--- config.mk ---
export PLATFORM = sky130hd
export DESIGN_NAME = pipeline_stage_fifo
export DESIGN_NICKNAME = d
export VERILOG_FILES = /design/src/rtl/pipeline_stage_fifo_pkg.sv /design/src/rtl/pipeline_stage_fifo.sv
export SDC_FILE = /design/constraint.sdc
export NUM_CORES = 1
export LEC_CHECK = 0
export ABC_CLOCK_PERIOD_IN_PS = 5400
export CAP_MARGIN = 20
export CORE_MARGIN = 5
export CORE_UTILIZATION = 41
export CTS_CLUSTER_SIZE = 12
export DETAILED_ROUTE_END_ITERATION = 12
export PLACE_DENSITY_LB_ADDON = 0.1
export SLEW_MARGIN = 10
export SYNTH_ARGS = -nofsm -noshare
export SYNTH_HDL_FRONTEND = slang
export SYNTH_SLANG_ARGS = --single-unit
--- constraint.sdc ---
create_clock -name clock -period 5.4 [get_ports clock]
set_input_delay 1.08 -clock clock [delete_from_list [all_inputs] [get_ports clock]]
set_output_delay 1.08 -clock clock [all_outputs]
set_load 0.1 [all_outputs]
--- src/rtl/pipeline_stage_fifo_pkg.sv ---
// Shared constants for the core's inter-stage buffers: stage-bundle layouts,
// atomic-op encoding and the bubble payloads loaded into empty or squashed stages.
package pipeline_stage_fifo_pkg;

    localparam int FIFO_MAX_DEPTH = 8;

    typedef enum logic [3:0] {
        ATOMIC_LR    = 4'h0,
        ATOMIC_SC    = 4'h1,
        ATOMIC_SWAP  = 4'h2,
        ATOMIC_ADD   = 4'h3,
        ATOMIC_AND   = 4'h4,
        ATOMIC_OR    = 4'h5,
        ATOMIC_XOR   = 4'h6,
        ATOMIC_MAX   = 4'h7,
        ATOMIC_MIN   = 4'h8,
        ATOMIC_NO_OP = 4'hF
    } atomic_op_e;

    // EX/MEM bundle, LSB first: result, rs2, rd, ctrl, atomic_op
    localparam int EXMEM_RESULT_LSB = 0;
    localparam int EXMEM_RESULT_W   = 32;
    localparam int EXMEM_RS2_LSB    = 32;
    localparam int EXMEM_RS2_W      = 32;
    localparam int EXMEM_RD_LSB     = 64;
    localparam int EXMEM_RD_W       = 5;
    localparam int EXMEM_CTRL_LSB   = 69;
    localparam int EXMEM_CTRL_W     = 6;
    localparam int EXMEM_ATOMIC_LSB = 75;
    localparam int EXMEM_ATOMIC_W   = 4;
    localparam int EXMEM_W          = 79;

    // MEM/WB bundle, LSB first: result, rd, ctrl
    localparam int MEMWB_RESULT_LSB = 0;
    localparam int MEMWB_RESULT_W   = 32;
    localparam int MEMWB_RD_LSB     = 32;
    localparam int MEMWB_RD_W       = 5;
    localparam int MEMWB_CTRL_LSB   = 37;
    localparam int MEMWB_CTRL_W     = 6;
    localparam int MEMWB_W          = 43;

    typedef struct packed {
        atomic_op_e                atomic_op;
        logic [EXMEM_CTRL_W-1:0]   ctrl;
        logic [EXMEM_RD_W-1:0]     rd;
        logic [EXMEM_RS2_W-1:0]    rs2;
        logic [EXMEM_RESULT_W-1:0] result;
    } exmem_bundle_t;

    typedef struct packed {
        logic [MEMWB_CTRL_W-1:0]   ctrl;
        logic [MEMWB_RD_W-1:0]     rd;
        logic [MEMWB_RESULT_W-1:0] result;
    } memwb_bundle_t;

    // A bubble writes nothing (ctrl=0, rd=x0) and must not start an atomic.
    localparam exmem_bundle_t EXMEM_BUBBLE_S = '{
        atomic_op: ATOMIC_NO_OP,
        ctrl:      6'h00,
        rd:        5'h00,
        rs2:       32'h0000_0000,
        result:    32'h0000_0000
    };
    localparam logic [EXMEM_W-1:0] EXMEM_BUBBLE = EXMEM_BUBBLE_S;

    localparam memwb_bundle_t MEMWB_BUBBLE_S = '{
        ctrl:   6'h00,
        rd:     5'h00,
        result: 32'h0000_0000
    };
    localparam logic [MEMWB_W-1:0] MEMWB_BUBBLE = MEMWB_BUBBLE_S;

    // Pointer width for a buffer of the given depth; a single-entry buffer still needs one bit.
    function automatic int ptr_width(input int depth);
        int w;
        w = 1;
        while ((1 << w) < depth) begin
            w = w + 1;
        end
        return w;
    endfunction

endpackage

--- src/rtl/pipeline_stage_fifo.sv ---
// Elastic pipeline register: DEPTH-entry in-order buffer with valid/ready handshake,
// synchronous flush and a bubble payload presented whenever the buffer is empty.
module pipeline_stage_fifo
    import pipeline_stage_fifo_pkg::*;
#(
    parameter int               WIDTH         = 32,
    parameter int               DEPTH         = 1,
    parameter logic [WIDTH-1:0] BUBBLE_VALUE  = '0,
    parameter bit               BYPASS_READY  = 1'b1,
    parameter bit               RESET_STORAGE = 1'b1
) (
    input  logic                       clock,
    input  logic                       reset,
    input  logic                       flush,
    input  logic                       in_valid,
    output logic                       in_ready,
    input  logic [WIDTH-1:0]           in_payload,
    output logic                       out_valid,
    input  logic                       out_ready,
    output logic [WIDTH-1:0]           out_payload,
    output logic [$clog2(DEPTH+1)-1:0] occupancy
);

    localparam int PTR_W = ptr_width(DEPTH);
    localparam int CNT_W = $clog2(DEPTH + 1);
    localparam logic [PTR_W-1:0] LAST_PTR = PTR_W'(DEPTH - 1);
    localparam logic [CNT_W-1:0] FULL_CNT = CNT_W'(DEPTH);

    logic [WIDTH-1:0] r_mem [0:DEPTH-1];
    logic [PTR_W-1:0] r_rd_ptr;
    logic [PTR_W-1:0] r_wr_ptr;
    logic [CNT_W-1:0] r_count;

    logic w_empty;
    logic w_full;
    logic w_in_ready;
    logic w_push;
    logic w_pop;

    // Explicit wrap so non-power-of-two depths stay in range.
    function automatic logic [PTR_W-1:0] next_ptr(input logic [PTR_W-1:0] ptr);
        logic [PTR_W-1:0] nxt;
        if (ptr == LAST_PTR) begin
            nxt = {PTR_W{1'b0}};
        end else begin
            nxt = ptr + PTR_W'(1);
        end
        return nxt;
    endfunction

    // Handshake decode; in_ready deliberately ignores in_valid and flush.
    always_comb begin
        w_empty    = (r_count == {CNT_W{1'b0}});
        w_full     = (r_count == FULL_CNT);
        w_in_ready = !w_full || (BYPASS_READY && out_ready && !w_empty);
        w_pop      = !w_empty && out_ready;
        w_push     = in_valid && w_in_ready && !flush;
    end

    // Pointer and count state; reset and flush both return to the empty state.
    always_ff @(posedge clock) begin
        if (reset || flush) begin
            r_rd_ptr <= {PTR_W{1'b0}};
            r_wr_ptr <= {PTR_W{1'b0}};
            r_count  <= {CNT_W{1'b0}};
        end else begin
            if (w_push) begin
                r_wr_ptr <= next_ptr(r_wr_ptr);
            end
            if (w_pop) begin
                r_rd_ptr <= next_ptr(r_rd_ptr);
            end
            case ({w_push, w_pop})
                2'b10:   r_count <= r_count + CNT_W'(1);
                2'b01:   r_count <= r_count - CNT_W'(1);
                default: r_count <= r_count;
            endcase
        end
    end

    // Entry storage; optionally scrubbed to the bubble so stale ops never linger.
    always_ff @(posedge clock) begin
        if (RESET_STORAGE && (reset || flush)) begin
            for (int i = 0; i < DEPTH; i++) begin
                r_mem[i] <= BUBBLE_VALUE;
            end
        end else if (w_push && !reset) begin
            r_mem[r_wr_ptr] <= in_payload;
        end
    end

    // Outputs come only from stored state, so there is no in->out combinational path.
    always_comb begin
        in_ready    = w_in_ready;
        out_valid   = !w_empty;
        out_payload = w_empty ? BUBBLE_VALUE : r_mem[r_rd_ptr];
        occupancy   = r_count;
    end

endmodule

Word-level counts from Yosys, hierarchy flattened

Memories as Yosys holds them, arrays and structs flattened.
Index checks and enable logic that the tools add are counted.

Bits of input ports: 37
Bits in writable memories: 32
Word-level logic and storage cells: 26
Register bits after elaboration: 1
Memories kept: 1

Memory list:

| memory | words | bits a word | rd ports | clocked after Yosys merged registers in | write ports | line                      | RTL |
|---|---|---|---|---|---|---|---|
| r_mem  | 1     | 32          | 1        | 0                                       | 1           | pipeline_stage_fifo.sv:29 | `logic [WIDTH-1:0] r_mem [0:DEPTH-1];` |

Reduce and logical (&&, ||, !) cells: 11
Multiplexer cells: 9
Add/subtract/negate cells: 2
Eq/ne operators: 2

Operator list:

| operator            | count |
|---|---|
| $mux 32             | 2 |
| $reduce_or 32->1    | 1 |
| $mux 1              | 6 |
| $logic_and 1x1->1   | 4 |
| $logic_not 1->1     | 3 |
| $eq 2x1->1 const B  | 1 |
| $eq 2x2->1 const B  | 1 |
| $logic_or 1x1->1    | 2 |
| $pmux 1 s2          | 1 |
| $reduce_bool 2->1   | 1 |
| $add 1x1->1 const B | 1 |
| $sub 1x1->1 const B | 1 |

Longest topological paths before layout

Depth after elaboration: 10
Mapped depth: 3

Worst setup path after synthesis

No wires, ideal clock.

Path type: input-to-reg
Start point: input port out_ready
End point: memory r_mem[0][0] (enable)
Cell stages on the path: 3
Arrival time: 3.695 ns
Setup time: 0.466 ns
Setup slack: 1.239 ns
Cells stage by stage: and2b_4 > buf_6 > o21ai_0

Cells in the longest elaborated chain, start to end: 10

Ends and longest elaborated chain:

| item                               | line                      | RTL |
|---|---|---|
| start: declaration                 | pipeline_stage_fifo.sv:19 | `input logic out_ready,` |
| $logic_and 1x1->1 (*)              | pipeline_stage_fifo.sv:55 | `w_in_ready = !w_full \|\| (BYPASS_READY && out_ready && !w_empty);` |
| $logic_or 1x1->1 (*)               | pipeline_stage_fifo.sv:55 |  |
| $logic_and 1x1->1 (*) (2 in a row) | pipeline_stage_fifo.sv:57 | `w_push = in_valid && w_in_ready && !flush;` |
| $logic_and 1x1->1 (*)              | pipeline_stage_fifo.sv:87 | `end else if (w_push && !reset) begin` |
| $mux 1 (*)                         | pipeline_stage_fifo.sv:87 |  |
| $mux 1 (*)                         | pipeline_stage_fifo.sv:83 | `if (RESET_STORAGE && (reset \|\| flush)) begin` |
| $mux 1 (not written as such) (*)   | pipeline_stage_fifo.sv:88 | `r_mem[r_wr_ptr] <= in_payload;` |
| $reduce_or 32->1 (no line)         | n/a                       |  |
| $mux 1 (no line) (*)               | n/a                       |  |
| end: declaration                   | pipeline_stage_fifo.sv:29 |  |

Mark *: on every way between the ends. The rest lies on a longest branch, timed or not.

Worst setup path in the final report

Start point: input port out_ready
End point: output port in_ready

Cells in the longest elaborated chain, start to end: 2

Ends and longest elaborated chain:

| item              | line                      | RTL |
|---|---|---|
| $logic_and 1x1->1 | pipeline_stage_fifo.sv:55 |  |
| $logic_or 1x1->1  | pipeline_stage_fifo.sv:55 |  |
| end: declaration  | pipeline_stage_fifo.sv:16 | `output logic in_ready,` |

Every way passes these cells.

==> results.yml <==
die:
  core_um2: 3744
  dieHeight_um: 72.96
  die-area_um2: 5323
  start_util_pct: 43.42
  die_w_um: 72.96
  std_cell_rows: 22
  io_pins: 72
global_routing:
  grt_pass1_vias: 1194
  gr-total-overflow: 0
  grtUsageTotal_pct: 14.40
  grt_pass1_wl_um: 5740
  grt_max_degree: 36
  grt_antenna_before_repair: 0
worst_hold_path:
  min_from: "occupancy"
  hold_class: "register to register"
  worstHoldEndpoint: "occupancy"
  hold_path_depth: 2
sta:
  finalCritPeriodShare_pct: 75.99
  hold_viol: 0
  hold_slack_ns: 1.261
  tightest_slew_ns: 0.9826
  timing.final.max_slew_violations: 0
  period_needed_ns: 4.104
  finalSetupViolations: 0
  fin_setup_tns_ns: 0
  max_freq_mhz: 243.7
  fin_skew_ns: 0.003500
  maxSlewHeadroom_pct: 34.24
  rsz0062_at_grt: "false"
power:
  p_total_w: 0.0005763
  max-vdd-ir-drop_uv: 181.4
  pwr_density_cell_nw_per_um2: 236.8
  p_leak_nw: 0.9891
routing:
  drc_errors: 0
  routed_wl_um: 3582
  drtIter0Drc: 100
  route.vias.total: 1158
  vias_per_cell: 4.991
  antenna_left: 0
  route.met3.wl_um: 309
  wl_per_cell_um: 15.44
  dr.pass1.iters: 4
  route.met2.wl_um: 1775
  wl_met1_um: 1451
  top_layer: "met4"
placed_design:
  dp.cells: 224
  port_buffers: 71
  hpwl_um: 2339
  gp_congestion: 0.6652
logic_synthesis:
  postSynthCellCount: 116
  synth_top_cell_by_area: "edfxtp_1"
  syn-num-nets: 153
  ys_seq_elements: 33
  synth_area_leaders: "edfxtp_1 (59%), and4b_1 (17%), and2_1 (12%)"
  synth.distinct_cells: 15
  synth_largest_type_area_fraction_pct: 59.12
  synth_seq_area_share_pct: 60.35
  synth.avg_cell_area_um2: 14.01
  ys_warn_count: 0
  syn_area_um2: 1625
cts:
  post_cts_buffers: 0
  clock_path_buffers: 2
  cts_sinks: 33
  htree_levels: 2
  cts_root_buf: "clkbuf_8"
  clk_pin_slew_ns: 0.06
  hold_buffers: 0
  cts_tree: "done"
  cts_resized: 0
  clk_latency_ns: 0.28
  cts_buffers: 5
outcome:
  status: "finished, final reports clean"
cells_and_area:
  final_core_util_pct: 65.01
  final_nets: 220
  stdcell_count: 232
  diodes: 0
  syn2layout_area_growth_pct: 49.73
  drive_gt1_share_pct: 9.783
setup_path:
  worst_ep_arrival_time_ns: 3.02
  reg2reg_slack_ns: 3.20
  worstPathRequired_ns: 4.32
  crit_type: "input port to output pin"
  path_max_fanout: 35
  r2r-start: "occupancy"
  r2r_cells: 2
  critPathLaunchType: "input port"
  rr_endpoint: "r_mem[0][27]"
  critPathCaptureType: "output pin"
flow_run:
  cap_viol_max_count: 0
[logic make-up (layout without fill, tap and decap cells)]
family | count (synthesis) | count (layout) | share of synthesized area [%]
buffers and inverters | 15 | 83 | 5.312
and+or+nand+nor | 66 | 66 | 33.56
DFF | 33 | 33 | 60.35
AOI/OAI and AO/OA | 2 | 2 | 0.7697
[layer usage]
layer  global-route usage (%)  vias to the layer above
met5                        0                        -
met4                    6.762                        0
met3                    4.959                        5
met2                    23.75                       47
met1                    16.74                      538
li1                         -                      568
[through the flow]
step | setup WS (ns) | cell area, um^2
2_1_floorplan | 1.239 | 1625
3_5_place_dp | 1.288 | 2344
3_3_place_gp | 1.304 | 2344
4_1_cts | 1.281 | 2434
6_report | 1.296 | 2434
5_1_grt | 1.241 | 2434
[layout make-up]
cell class	instances	area (um^2)
Fill cell	282	1310
Multi-Input combinational cell	68	569.3
Timing Repair Buffer	73	725.7
Tap cell	48	60.06
Clock buffer	8	90.09
Inverter	2	7.507
Sequential cell	33	980.9
[worst max path at each step]
stage          startpoint           to  slack [ns]  depth (start not counted)
3_3_place_gp    out_ready     in_ready        1.30                          4
2_1_floorplan   out_ready  r_mem[0][0]        1.24                          3
4_1_cts         out_ready     in_ready        1.28                          4
6_report        out_ready     in_ready        1.30                          4
3_5_place_dp    out_ready     in_ready        1.29                          4
5_1_grt         out_ready     in_ready        1.24                          4
[cells in the mapped netlist, drive strengths merged]
cell type	n
and2b	1
and4b	32
o21ai	1
buf	7
o21a	1
and2	32
edfxtp	32
dfxtp	1
clkbuf	6
inv	2
nor2	1
[sequential cells by signal (all words and copies together) (netlist names)]
signal,flops
r_mem,32
occupancy,1
[placed cells by master (no fill, tap or decap)]
cell type,synthesis,layout
and4b_1,27,27
edfxtp_1,32,32
and2b_4,1,1
clkbuf_1,6,2
nor2_2,1,1
inv_1,2,2
clkbuf_8,0,6
o21ai_4,0,1
buf_4,1,2
o21a_1,1,1
and2_2,2,2
dfxtp_1,1,1
and2_1,30,30
and4b_2,5,5
clkdlybuf4s50_1,0,71
[where the power goes]
part / total, W / internal [W] / leakage [nW] / switching [W]
Combinational: 0.0000897 / 0.0000381 / 0.566 / 0.0000516
Clock: 0.000186 / 0.000104 / 0.0455 / 0.0000824
Sequential: 0.000300 / 0.000296 / 0.378 / 0.00000490
[worst max-delay path, stage by stage]
cell	delay [ns]
clkdlybuf4s50_1	0.45
and2b_4	0.28
inv_1	0.08
clkdlybuf4s50_1	1.12
No activity file was read; power rests on OpenSTA's default activity.
